**src/rtl/cv32e40px_x_offload_tracker.sv**
```systemverilog
// Multi-outstanding CORE-V-XIF offload tracker: ID allocation, destination scoreboard, issue/commit/result handling.
// Optional registered speculative commit with flush kill is enabled by CV32E40PX_X_SPEC_COMMIT_EN.
module cv32e40px_x_offload_tracker #(
    parameter int unsigned NUM_IDS = 4,
    parameter int unsigned NRS     = 3,
    parameter int unsigned ID_W    = $clog2(NUM_IDS)
) (
    input  logic               clk_i,
    input  logic               rst_ni,
    input  logic               offload_req_i,
    input  logic               id_ready_i,
    input  logic [NRS*5-1:0]   rs_addr_i,
    input  logic [NRS-1:0]     rs_used_i,
    input  logic [4:0]         rd_addr_i,
    output logic               x_issue_valid_o,
    input  logic               x_issue_ready_i,
    input  logic               x_issue_resp_accept_i,
    input  logic               x_issue_resp_writeback_i,
    output logic [ID_W-1:0]    x_issue_id_o,
    output logic               x_commit_valid_o,
    output logic [ID_W-1:0]    x_commit_id_o,
    output logic               x_commit_kill_o,
    input  logic               x_result_valid_i,
    output logic               x_result_ready_o,
    input  logic [ID_W-1:0]    x_result_id_i,
    input  logic               x_result_we_i,
    input  logic               flush_i,
    output logic               stall_o,
    output logic               illegal_insn_o,
    output logic [ID_W:0]      outstanding_o,
    output logic               protocol_err_o
);

    localparam int unsigned CNT_W = ID_W + 1;

    typedef struct packed {
        logic       busy;
        logic       wb;
        logic [4:0] rd;
    } entry_t;

    entry_t            table_q [NUM_IDS];
    entry_t            table_d [NUM_IDS];
    logic [31:0]       sb_q, sb_d;
    logic [ID_W-1:0]   alloc_ptr_q, alloc_ptr_d;
    logic              offloaded_q, offloaded_d;
    logic              illegal_q, illegal_d;
    logic              perr_q, perr_d;
    logic [CNT_W-1:0]  outstanding_q, outstanding_d;

    logic              res_hit_c;
    logic [31:0]       res_clr_c;
    logic              raw_c;
    logic              waw_c;
    logic              no_id_c;
    logic              req_c;
    logic              issue_valid_c;
    logic              hs_c;
    logic              kill_c;
    logic [ID_W-1:0]   kill_id_c;

    // Dependency and issue qualification; a retiring result bypasses its RAW hazard
    always_comb begin
        res_hit_c = x_result_valid_i & table_q[x_result_id_i].busy;
        res_clr_c = '0;
        if (res_hit_c && x_result_we_i && table_q[x_result_id_i].wb) begin
            res_clr_c[table_q[x_result_id_i].rd] = 1'b1;
        end
        raw_c = 1'b0;
        for (int i = 0; i < int'(NRS); i++) begin
            if (rs_used_i[i] && sb_q[rs_addr_i[i*5 +: 5]] && !res_clr_c[rs_addr_i[i*5 +: 5]]) begin
                raw_c = 1'b1;
            end
        end
        waw_c         = sb_q[rd_addr_i];
        no_id_c       = table_q[alloc_ptr_q].busy;
        req_c         = offload_req_i & ~offloaded_q;
        issue_valid_c = req_c & ~raw_c & ~waw_c & ~no_id_c;
        hs_c          = issue_valid_c & x_issue_ready_i;
    end

    assign x_issue_valid_o  = issue_valid_c;
    assign x_issue_id_o     = alloc_ptr_q;
    assign stall_o          = (req_c & (raw_c | waw_c | no_id_c)) | (issue_valid_c & ~x_issue_ready_i);
    assign x_result_ready_o = 1'b1;
    assign illegal_insn_o   = illegal_q;
    assign protocol_err_o   = perr_q;
    assign outstanding_o    = outstanding_q;

`ifdef CV32E40PX_X_SPEC_COMMIT_EN
    logic            commit_valid_q;
    logic [ID_W-1:0] commit_id_q;
    logic            flush_issue_q;

    // Commit follows the accepted issue by one cycle; a flush on either cycle kills it
    always_ff @(posedge clk_i or negedge rst_ni) begin
        if (!rst_ni) begin
            commit_valid_q <= 1'b0;
            commit_id_q    <= '0;
            flush_issue_q  <= 1'b0;
        end else begin
            commit_valid_q <= hs_c & x_issue_resp_accept_i;
            commit_id_q    <= alloc_ptr_q;
            flush_issue_q  <= hs_c & x_issue_resp_accept_i & flush_i;
        end
    end

    assign kill_c           = commit_valid_q & (flush_i | flush_issue_q);
    assign kill_id_c        = commit_id_q;
    assign x_commit_valid_o = commit_valid_q;
    assign x_commit_id_o    = commit_id_q;
    assign x_commit_kill_o  = kill_c;
`else
    logic unused_flush;

    assign unused_flush     = flush_i;
    assign kill_c           = 1'b0;
    assign kill_id_c        = '0;
    assign x_commit_valid_o = hs_c & x_issue_resp_accept_i;
    assign x_commit_id_o    = alloc_ptr_q;
    assign x_commit_kill_o  = 1'b0;
`endif

    // Next-state: retire and kill clear first, then an accepted issue sets
    always_comb begin
        table_d       = table_q;
        sb_d          = sb_q & ~res_clr_c;
        alloc_ptr_d   = alloc_ptr_q;
        offloaded_d   = offloaded_q;
        illegal_d     = hs_c & ~x_issue_resp_accept_i;
        perr_d        = perr_q | (x_result_valid_i & ~table_q[x_result_id_i].busy);
        outstanding_d = '0;

        if (res_hit_c) begin
            table_d[x_result_id_i].busy = 1'b0;
        end
        if (kill_c && table_q[kill_id_c].busy) begin
            table_d[kill_id_c].busy = 1'b0;
            if (table_q[kill_id_c].wb) begin
                sb_d[table_q[kill_id_c].rd] = 1'b0;
            end
        end
        if (hs_c && x_issue_resp_accept_i) begin
            table_d[alloc_ptr_q].busy = 1'b1;
            table_d[alloc_ptr_q].wb   = x_issue_resp_writeback_i;
            table_d[alloc_ptr_q].rd   = rd_addr_i;
            if (x_issue_resp_writeback_i && (rd_addr_i != 5'd0)) begin
                sb_d[rd_addr_i] = 1'b1;
            end
            alloc_ptr_d = (alloc_ptr_q == ID_W'(NUM_IDS - 1)) ? '0 : alloc_ptr_q + ID_W'(1);
        end
        sb_d[0] = 1'b0;

        if (id_ready_i) begin
            offloaded_d = 1'b0;
        end else if (hs_c) begin
            offloaded_d = 1'b1;
        end

        for (int i = 0; i < int'(NUM_IDS); i++) begin
            outstanding_d = outstanding_d + CNT_W'(table_d[i].busy);
        end
    end

    always_ff @(posedge clk_i or negedge rst_ni) begin
        if (!rst_ni) begin
            for (int i = 0; i < int'(NUM_IDS); i++) begin
                table_q[i] <= '0;
            end
            sb_q          <= '0;
            alloc_ptr_q   <= '0;
            offloaded_q   <= 1'b0;
            illegal_q     <= 1'b0;
            perr_q        <= 1'b0;
            outstanding_q <= '0;
        end else begin
            table_q       <= table_d;
            sb_q          <= sb_d;
            alloc_ptr_q   <= alloc_ptr_d;
            offloaded_q   <= offloaded_d;
            illegal_q     <= illegal_d;
            perr_q        <= perr_d;
            outstanding_q <= outstanding_d;
        end
    end

endmodule
```
**config.mk**
```make
export PLATFORM = sky130hd
export DESIGN_NAME = cv32e40px_x_offload_tracker
export DESIGN_NICKNAME = d
export VERILOG_FILES = /design/src/rtl/cv32e40px_x_offload_tracker.sv
export SDC_FILE = /design/constraint.sdc
export NUM_CORES = 1
export LEC_CHECK = 0
export BUFFER_PORTS_ARGS = -buffer_cell sky130_fd_sc_hd__buf_2
export CAP_MARGIN = 10
export CORE_ASPECT_RATIO = 1.5
export CORE_MARGIN = 2
export CORE_UTILIZATION = 60
export DETAILED_ROUTE_END_ITERATION = 16
export PLACE_DENSITY = 0.81
export SLEW_MARGIN = 15
export SYNTH_ARGS = -nofsm -noshare
export SYNTH_HDL_FRONTEND = slang
export SYNTH_SLANG_ARGS = --single-unit
```
**constraint.sdc**
```tcl
create_clock -name clk_i -period 6.9 [get_ports clk_i]
set_clock_uncertainty 0.2 [all_clocks]
set_input_delay 0.69 -clock clk_i [delete_from_list [all_inputs] [get_ports clk_i]]
set_output_delay 0.69 -clock clk_i [all_outputs]
set_load 0.005 [all_outputs]
```
==> results of run 1 <==
==> layout make-up <==
class                      instances  area (sq um)
tap                              102           128
fill                             598          2510
timing repair buffer              46           233
inverter                          12          45.0
sequential                        67          1680
clock inverter                     3          15.0
clock buffer                      11           253
multi-input combinational        290          2660
==> sequential cells by signal, indices dropped and copies added (netlist names) <==
| signal | cells |
|---|---|
| sb_q | 31 |
| offloaded_q | 1 |
| table_q | 28 |
| outstanding_o | 3 |
| x_commit_id_o | 2 |
| protocol_err_o | 1 |
| illegal_insn_o | 1 |
==> metrics by stage <==
step | power, W | util (%)
final | 0.00145 | 66.6
after global routing | 0.00153 | 66.6
after CTS | 0.00145 | 66.6
after detailed placement | 0.00104 | 63.1
after global placement | 0.00101 | 63.1
after floorplan | 0.000917 | -
==> worst reg2reg max path: stages (launching register included) <==
cell and delay (ns):
dfrtp_1 0.37, mux4_1 0.73, xnor2_1 0.23, o21ai_0 0.13, or4_4 0.54, a21oi_4 0.25
nand4_1 0.18, nor2_4 0.29, a21o_1 0.14, ha_1 0.24, fa_1 0.37, ha_1 0.28
==> power by group <==
| group | total, W | internal (W) | switching [W] | leakage [nW] |
|---|---|---|---|---|
| clock network | 0.000411 | 0.000256 | 0.000155 | 0.137 |
| registers | 0.000568 | 0.000494 | 0.0000733 | 0.888 |
| logic | 0.000467 | 0.000221 | 0.000246 | 1.16 |
==> worst max path at each step <==
stage / slack (ns) / from / depth (start not counted) / end
after CTS: 2.12 / x_result_id_i[0] / 9 / x_commit_valid_o
after global placement: 2.21 / x_result_id_i[0] / 9 / x_commit_valid_o
after global routing: 1.96 / x_result_id_i[0] / 9 / x_commit_valid_o
after floorplan: 2.82 / rd_addr_i[0] / 13 / outstanding_o[1]
final: 2.13 / x_result_id_i[0] / 9 / x_commit_valid_o
after detailed placement: 2.13 / x_result_id_i[0] / 12 / outstanding_o[1]
==> placed cells by master (no fill, tap or decap), types with 3 or more instances in the layout <==
master	netlist	layout
nor2_4	4	4
dfrtp_1	67	67
inv_1	12	12
nand3b_1	6	6
o21ai_0	41	41
nor2b_1	6	6
nand2b_1	4	4
nand4_1	5	5
clkbuf_16	0	9
nand2_1	19	19
o31ai_1	31	31
mux2i_1	12	12
nor2_1	9	9
clkinv_2	0	3
a21o_1	4	4
or3_1	6	6
mux2_1	5	5
buf_2	7	45
ha_1	6	6
mux2_2	28	28
a31oi_1	3	3
xnor2_1	6	6
mux4_2	32	32
xor2_1	4	4
nor3_1	5	5
nand3_1	15	15
a21oi_1	6	6
==> metal layers <==
layer / GRT usage, % / vias up / wire [microns]
li1: - / 1589 / -
met1: 36.3 / 1796 / 4350
met2: 49.2 / 178 / 6000
met3: 7.00 / 44 / 671
met4: 16.4 / 0 / 526
met5: 0 / - / 0
==> cell families (layout without fill, tap and decap cells) <==
| kind of cell | after synthesis | in the layout |
|---|---|---|
| adder cells (fa/ha/maj) | 7 | 7 |
| buffers and inverters | 46 | 72 |
| XOR/XNOR | 12 | 12 |
| AO/OA/AOI/OAI | 101 | 101 |
| flip-flops | 67 | 67 |
| other | 2 | 2 |
| AND/OR/NAND/NOR | 90 | 90 |
| multiplexers | 78 | 78 |
==> metrics.md, run 1 <==
| Metric | Value |
|---|---|
| Num CTS Buffers | `9` |
| Clk slew on worst S/H paths | `0.05 ns` |
| Fmax | `210 MHz` |
| FF+latch count, synth | `67` |
| Placed insts | `517` |
| Nature of the critical path startpoint | `primary input` |
| Async S/R FF share, synth | `100%` |
| Setup-failing EPs final | `0` |
| Placed cell area | `4740 sq um` |
| Endpoints failing hold | `0` |
| Worst EP arrival | `3.88 ns` |
| Fin crit period | `4.77 ns` |
| Final Cycle Share | `69.1%` |
| Clock buffer depth | `2` |
| Die Wd | `75.3 microns` |
| First-pass GRT wire length | `18900 microns` |
| Synth cell count leaders | `dfrtp_1, o21ai_0, mux4_2, o31ai_1, mux2_2` |
| Non-Filler Cell Area, Final | `5010 sq um` |
| DP HPWL | `8430 microns` |
| LEAKAGE | `2.18 nW` |
| Status | `completed` |
| Postcts setup bufs | `0` |
| Row count | `39` |
| DR WL/cell | `21.7 microns` |
| Min Hold Slack | `0.255 ns` |
| Xor-xnor portion of the synthesized cell area | `2.62%` |
| CP peak stage delay | `0.83 ns` |
| Hold_buf cts | `0` |
| Setup Crit Path Kind | `in -> out` |
| Initial Utilization | `60.9%` |
| Synth Area in Compound Gates | `14.4%` |
| IR drop worst, VDD | `0.253 mV` |
| Worst path slowest cell | `mux4_1` |
| Slew HR | `43.1%` |
| Cts repair resizes | `0` |
| Most used DFF post-synth | `dfrtp_1` |
| R2r worst-path depth | `11` |
| Setup TNS | `0 ns` |
| Post-route antenna net violation count | `0` |
| Antenna violations before repair | `0` |
| Number of flops mapped to enable cells by yosys | `0` |
| Combinational family with the most area after synthesis | `multiplexers` |
| Top-count cell post-synth | `dfrtp_1` |
| Routed wire length | `11500 microns` |
| Post-Place Worst Slack | `2.13 ns` |
| GR Overflow Total | `0` |
| Die area | `8360 sq um` |
| Die Ht | `111 microns` |
| Post-synthesis instance total | `403` |
| Max Cap Viol | `0` |
| DR iter-0 viols | `419` |
| Antenna cells | `0` |
| R2r startpoint | `table_q[16]` |
| Drt first pass iters | `5` |
| Worst-Margin Slew | `0.853 ns` |
| CTS tree | `done` |
| Unrepaired setup endpoints after global routing | `no` |
| Largest net degree at the start of global routing | `68` |
| Vias in the first global route | `3853` |
| GPL Wtd Cong | `0.925` |
| Buffers on Ports | `45` |
| Area of the mapped netlist | `4580 sq um` |
| Leading area contributor after synthesis | `dfrtp_1` |
| Worst hold path type | `reg -> reg` |
| Area grow syn2layout | `9.35%` |
| Crit-path most repeated cell | `buf_2` |
| Max H-tree Level | `3` |
| PwrDens | `289 nW/um^2` |
| Unique masters post-synth | `55` |
| Non-Filler Instances | `531` |
| Sequential area share after synthesis | `36.6%` |
| WP data required | `6.01 ns` |
| Crit-path cells | `buf_2 > mux4_1 > xnor2_1 > o21ai_0 > or3_1 > a211o_1 > nand4b_4 > inv_1 > buf_2` |
| Cell depth of the worst min-delay path | `1` |
| Ys Warns | `0` |
| Dominant cells by area after synthesis | `dfrtp_1, mux4_2, mux2_2` |
| Slew Viols, Final | `0` |
| Share of post-route cells with drive strength above 1 | `30.8%` |
| Mux cell area share after synthesis | `27.1%` |
| Synth Area in Simple Gates | `11.7%` |
| IO Pins | `49` |
| Root Driver | `clkbuf_16` |
| Min-delay src | `protocol_err_o` |
| Worst-path fanout max | `34` |
| CORE AREA | `7510 sq um` |
| Hold path endpoint | `protocol_err_o` |
| Reg2reg setup slack | `2.85 ns` |
| Post-Synth Adder-Cell Area | `2.08%` |
| Net Count, Synth | `445` |
| Post-route DRC | `0` |
| Via count | `3607` |
| Drt via density | `6.79` |
| Delay-heaviest family, CP | `simple AND/OR/NAND/NOR gates` |
| GRT Resource Usage Total | `30.3%` |
| Buf/Inv on CP | `3` |
| Clk_lat worst skew | `0.33 ns` |
| Synthesized area per cell | `11.4 sq um` |
| Nets | `468` |
| Final worst slack | `2.13 ns` |
| Crit end category | `output pin` |
| RR Endpoint | `outstanding_o[1]` |
| Clock sinks | `67` |
| Top cell type's share of synthesized area | `36.6%` |
(Power assumes the default switching activity.)
==> run 2, diff against run 1 <==
clock period = 4.8 ns   (was 6.9 ns; I/O delays follow)
==> run 2 against run 1 <==
Sequential share of layout area shrank 0.38 points. Die area unchanged. Setup slack got worse by 1.6 ns. Critical path depth rose by 2. Sequential power up 44%. First-iteration DRC count decreased by 1.4%. Via count grew 4.0%. Register-to-register slack got worse by 2.1 ns. Sequential cell count stayed put. Critical path type is now in -> reg. Largest power group unchanged.
==> metrics.md, run 2 (synthesized netlist as in run 1, its figures left out) <==
| Metric | Value |
|---|---|
| Non-Filler Instances | `536 (+0.94%)` |
| Area grow syn2layout | `10.6%` |
| Die area | `8360 sq um (unchanged)` |
| FF+latch area | `1680 sq um (unchanged)` |
| Setup Crit Path Kind | `in -> reg` |
| Worst EP arrival | `4.26 ns (+0.38 ns)` |
| DR iter-0 viols | `413 (-1.4%)` |
| GRT Resource Usage Total | `32.0% (+1.6 points)` |
| Max H-tree Level | `3 (unchanged)` |
| Status | `completed` |
| PwrDens | `429 nW/um^2 (+48%)` |
| Postcts setup bufs | `0 (unchanged)` |
| Largest Register | `sb_q` |
| GPL Wtd Cong | `0.986 (+6.6%)` |
| IO Pins | `49 (unchanged)` |
| Placed insts | `521 (+0.77%)` |
| Initial Utilization | `60.9% (unchanged)` |
| Placed cell area | `4770 sq um (+0.63%)` |
| First-pass GRT wire length | `19500 microns (+3.4%)` |
| Slew HR | `43.6% (+0.44 points)` |
| Vias in the first global route | `3789 (-1.7%)` |
| Nets | `472 (+0.85%)` |
| Most common cell after layout, fill and taps aside | `dfrtp_1` |
| Worst-path fanout max | `13 (-62%)` |
| Slew Viols, Final | `0 (unchanged)` |
| Commonest non-fill, non-tap cells in the layout | `dfrtp_1, buf_2, o21ai_0` |
| Setup TNS | `0 ns (unchanged)` |
| Crit end category | `flip-flop` |
| Non-Filler Cell Area, Final | `5060 sq um (+1.1%)` |
| Cts repair resizes | `0 (unchanged)` |
| Root Driver | `clkbuf_16` |
| Crit-path cells | `buf_2 > mux4_1 > buf_4 > xor2_1 > nor4_1 > o22ai_1 > a211o_1 > o21ai_0 > ha_1 > fa_1 > ha_1` |
| DR WL/cell | `23.5 microns (+7.9%)` |
| Filler cells | `616 (+3.0%)` |
| Largest net degree at the start of global routing | `68 (unchanged)` |
| Max Cap Viol | `0 (unchanged)` |
| WP data required | `4.82 ns (-1.19 ns)` |
| Clk_lat worst skew | `0.34 ns (about the same)` |
| Drt via density | `7.00 (+3.1%)` |
| Share of post-route cells with drive strength above 1 | `31.1% (+0.34 points)` |
| Row count | `39 (unchanged)` |
| Via count | `3753 (+4.0%)` |
| Unrepaired setup endpoints after global routing | `no` |
| CORE AREA | `7510 sq um (unchanged)` |
| Delay-heaviest family, CP | `compound AO/OA/AOI/OAI gates` |
| Clock buffer depth | `2 (unchanged)` |
| Final Cycle Share | `88.4%` |
| IR drop worst, VDD | `0.349 mV (+38%)` |
| Antenna cells | `0 (unchanged)` |
| Nature of the critical path startpoint | `primary input` |
| DP HPWL | `8940 microns (+6.1%)` |
| Clock sinks | `67 (unchanged)` |
| CTS tree | `done` |
| Buffers on Ports | `45 (unchanged)` |
| Die Wd | `75.3 microns (unchanged)` |
| Worst path slowest cell | `mux4_1` |
| Endpoints failing hold | `0 (unchanged)` |
| CP peak stage delay | `0.77 ns (-0.06 ns)` |
| Multi-input gate area | `2660 sq um (unchanged)` |
| Num CTS Buffers | `9 (unchanged)` |
| GR Overflow Total | `0 (unchanged)` |
| LEAKAGE | `2.21 nW (+1.3%)` |
| Drt first pass iters | `8 (+3)` |
| Buf/Inv on CP | `2 (-1)` |
| Fmax | `236 MHz` |
| Hold_buf cts | `0 (unchanged)` |
| Routed wire length | `12600 microns (+9.0%)` |
| Max reg flops | `31 (unchanged)` |
| Antenna violations before repair | `0 (unchanged)` |
| Worst hold path type | `in -> async` |
| Crit-path most repeated cell | `ha_1` |
| Post-route antenna net violation count | `0 (unchanged)` |
| Clk slew on worst S/H paths | `0.05 ns (about the same)` |
| Worst-Margin Slew | `0.846 ns (-0.00660 ns)` |
| Fin crit period | `4.24 ns` |
| Post-route DRC | `0 (unchanged)` |
| Setup-failing EPs final | `0 (unchanged)` |
| Die Ht | `111 microns (unchanged)` |
-- run 2: cell types whose count changed in the layout (fill, tap and decap cells not counted), sizes merged --
cell,delta
clkinv,-2
clkbuf,+2
buf,+4
bufinv,+1
-- run 2: per-stage QoR --
step           total power, W  utilization [%]  hold WS (ns)  setup WS, ns
4_1_cts               0.00217             67.4         0.175         0.632
6_report              0.00217             67.4         0.139         0.558
2_1_floorplan         0.00132                -       -0.0156         0.933
3_5_place_dp          0.00151             63.5         0.247         0.294
3_3_place_gp          0.00147             63.5         0.238         0.473
5_1_grt               0.00226             67.4         0.219         0.491
-- run 2: final cells by class --
class                           count  area share (%)
Clock buffer                       13            5.14
Clock inverter                      2           0.692
Inverter                           12           0.890
Multi-Input combinational cell    290            52.5
Sequential cell                    67            33.1
Tap cell                          102            2.52
Timing Repair Buffer               50            5.19
-- run 2: power breakdown --
group	internal, W	total, W	leakage, nW	switching, W
Clock	0.000427	0.000659	0.146	0.000233
Combinational	0.000329	0.000692	1.18	0.000362
Sequential	0.000710	0.000820	0.888	0.000109
Total	0.00147	0.00217	2.21	0.000705
-- run 2: worst paths after layout --
path	startpoint	endpoint	slack [ns]	depth (start not counted)
worst max-delay path	x_result_id_i[0]	outstanding_o[1]	0.56	11
worst max register to register	table_q[9]	outstanding_o[1]	0.75	10
max in group asynchronous	rst_ni	x_commit_id_o[0]	3.72	2
worst min register to register	protocol_err_o	protocol_err_o	0.26	1
worst min-delay path	rst_ni	table_q[10]	0.14	2
min in group clk_i	x_result_valid_i	protocol_err_o	0.20	2
-- run 2: routing by layer --
layer	vias to the layer above	wire (microns)	global-route usage, %
li1	1594	-	-
met1	1864	4470	38.5
met2	240	6600	53.1
met3	55	943	6.09
met4	0	562	15.8
met5	-	0	0
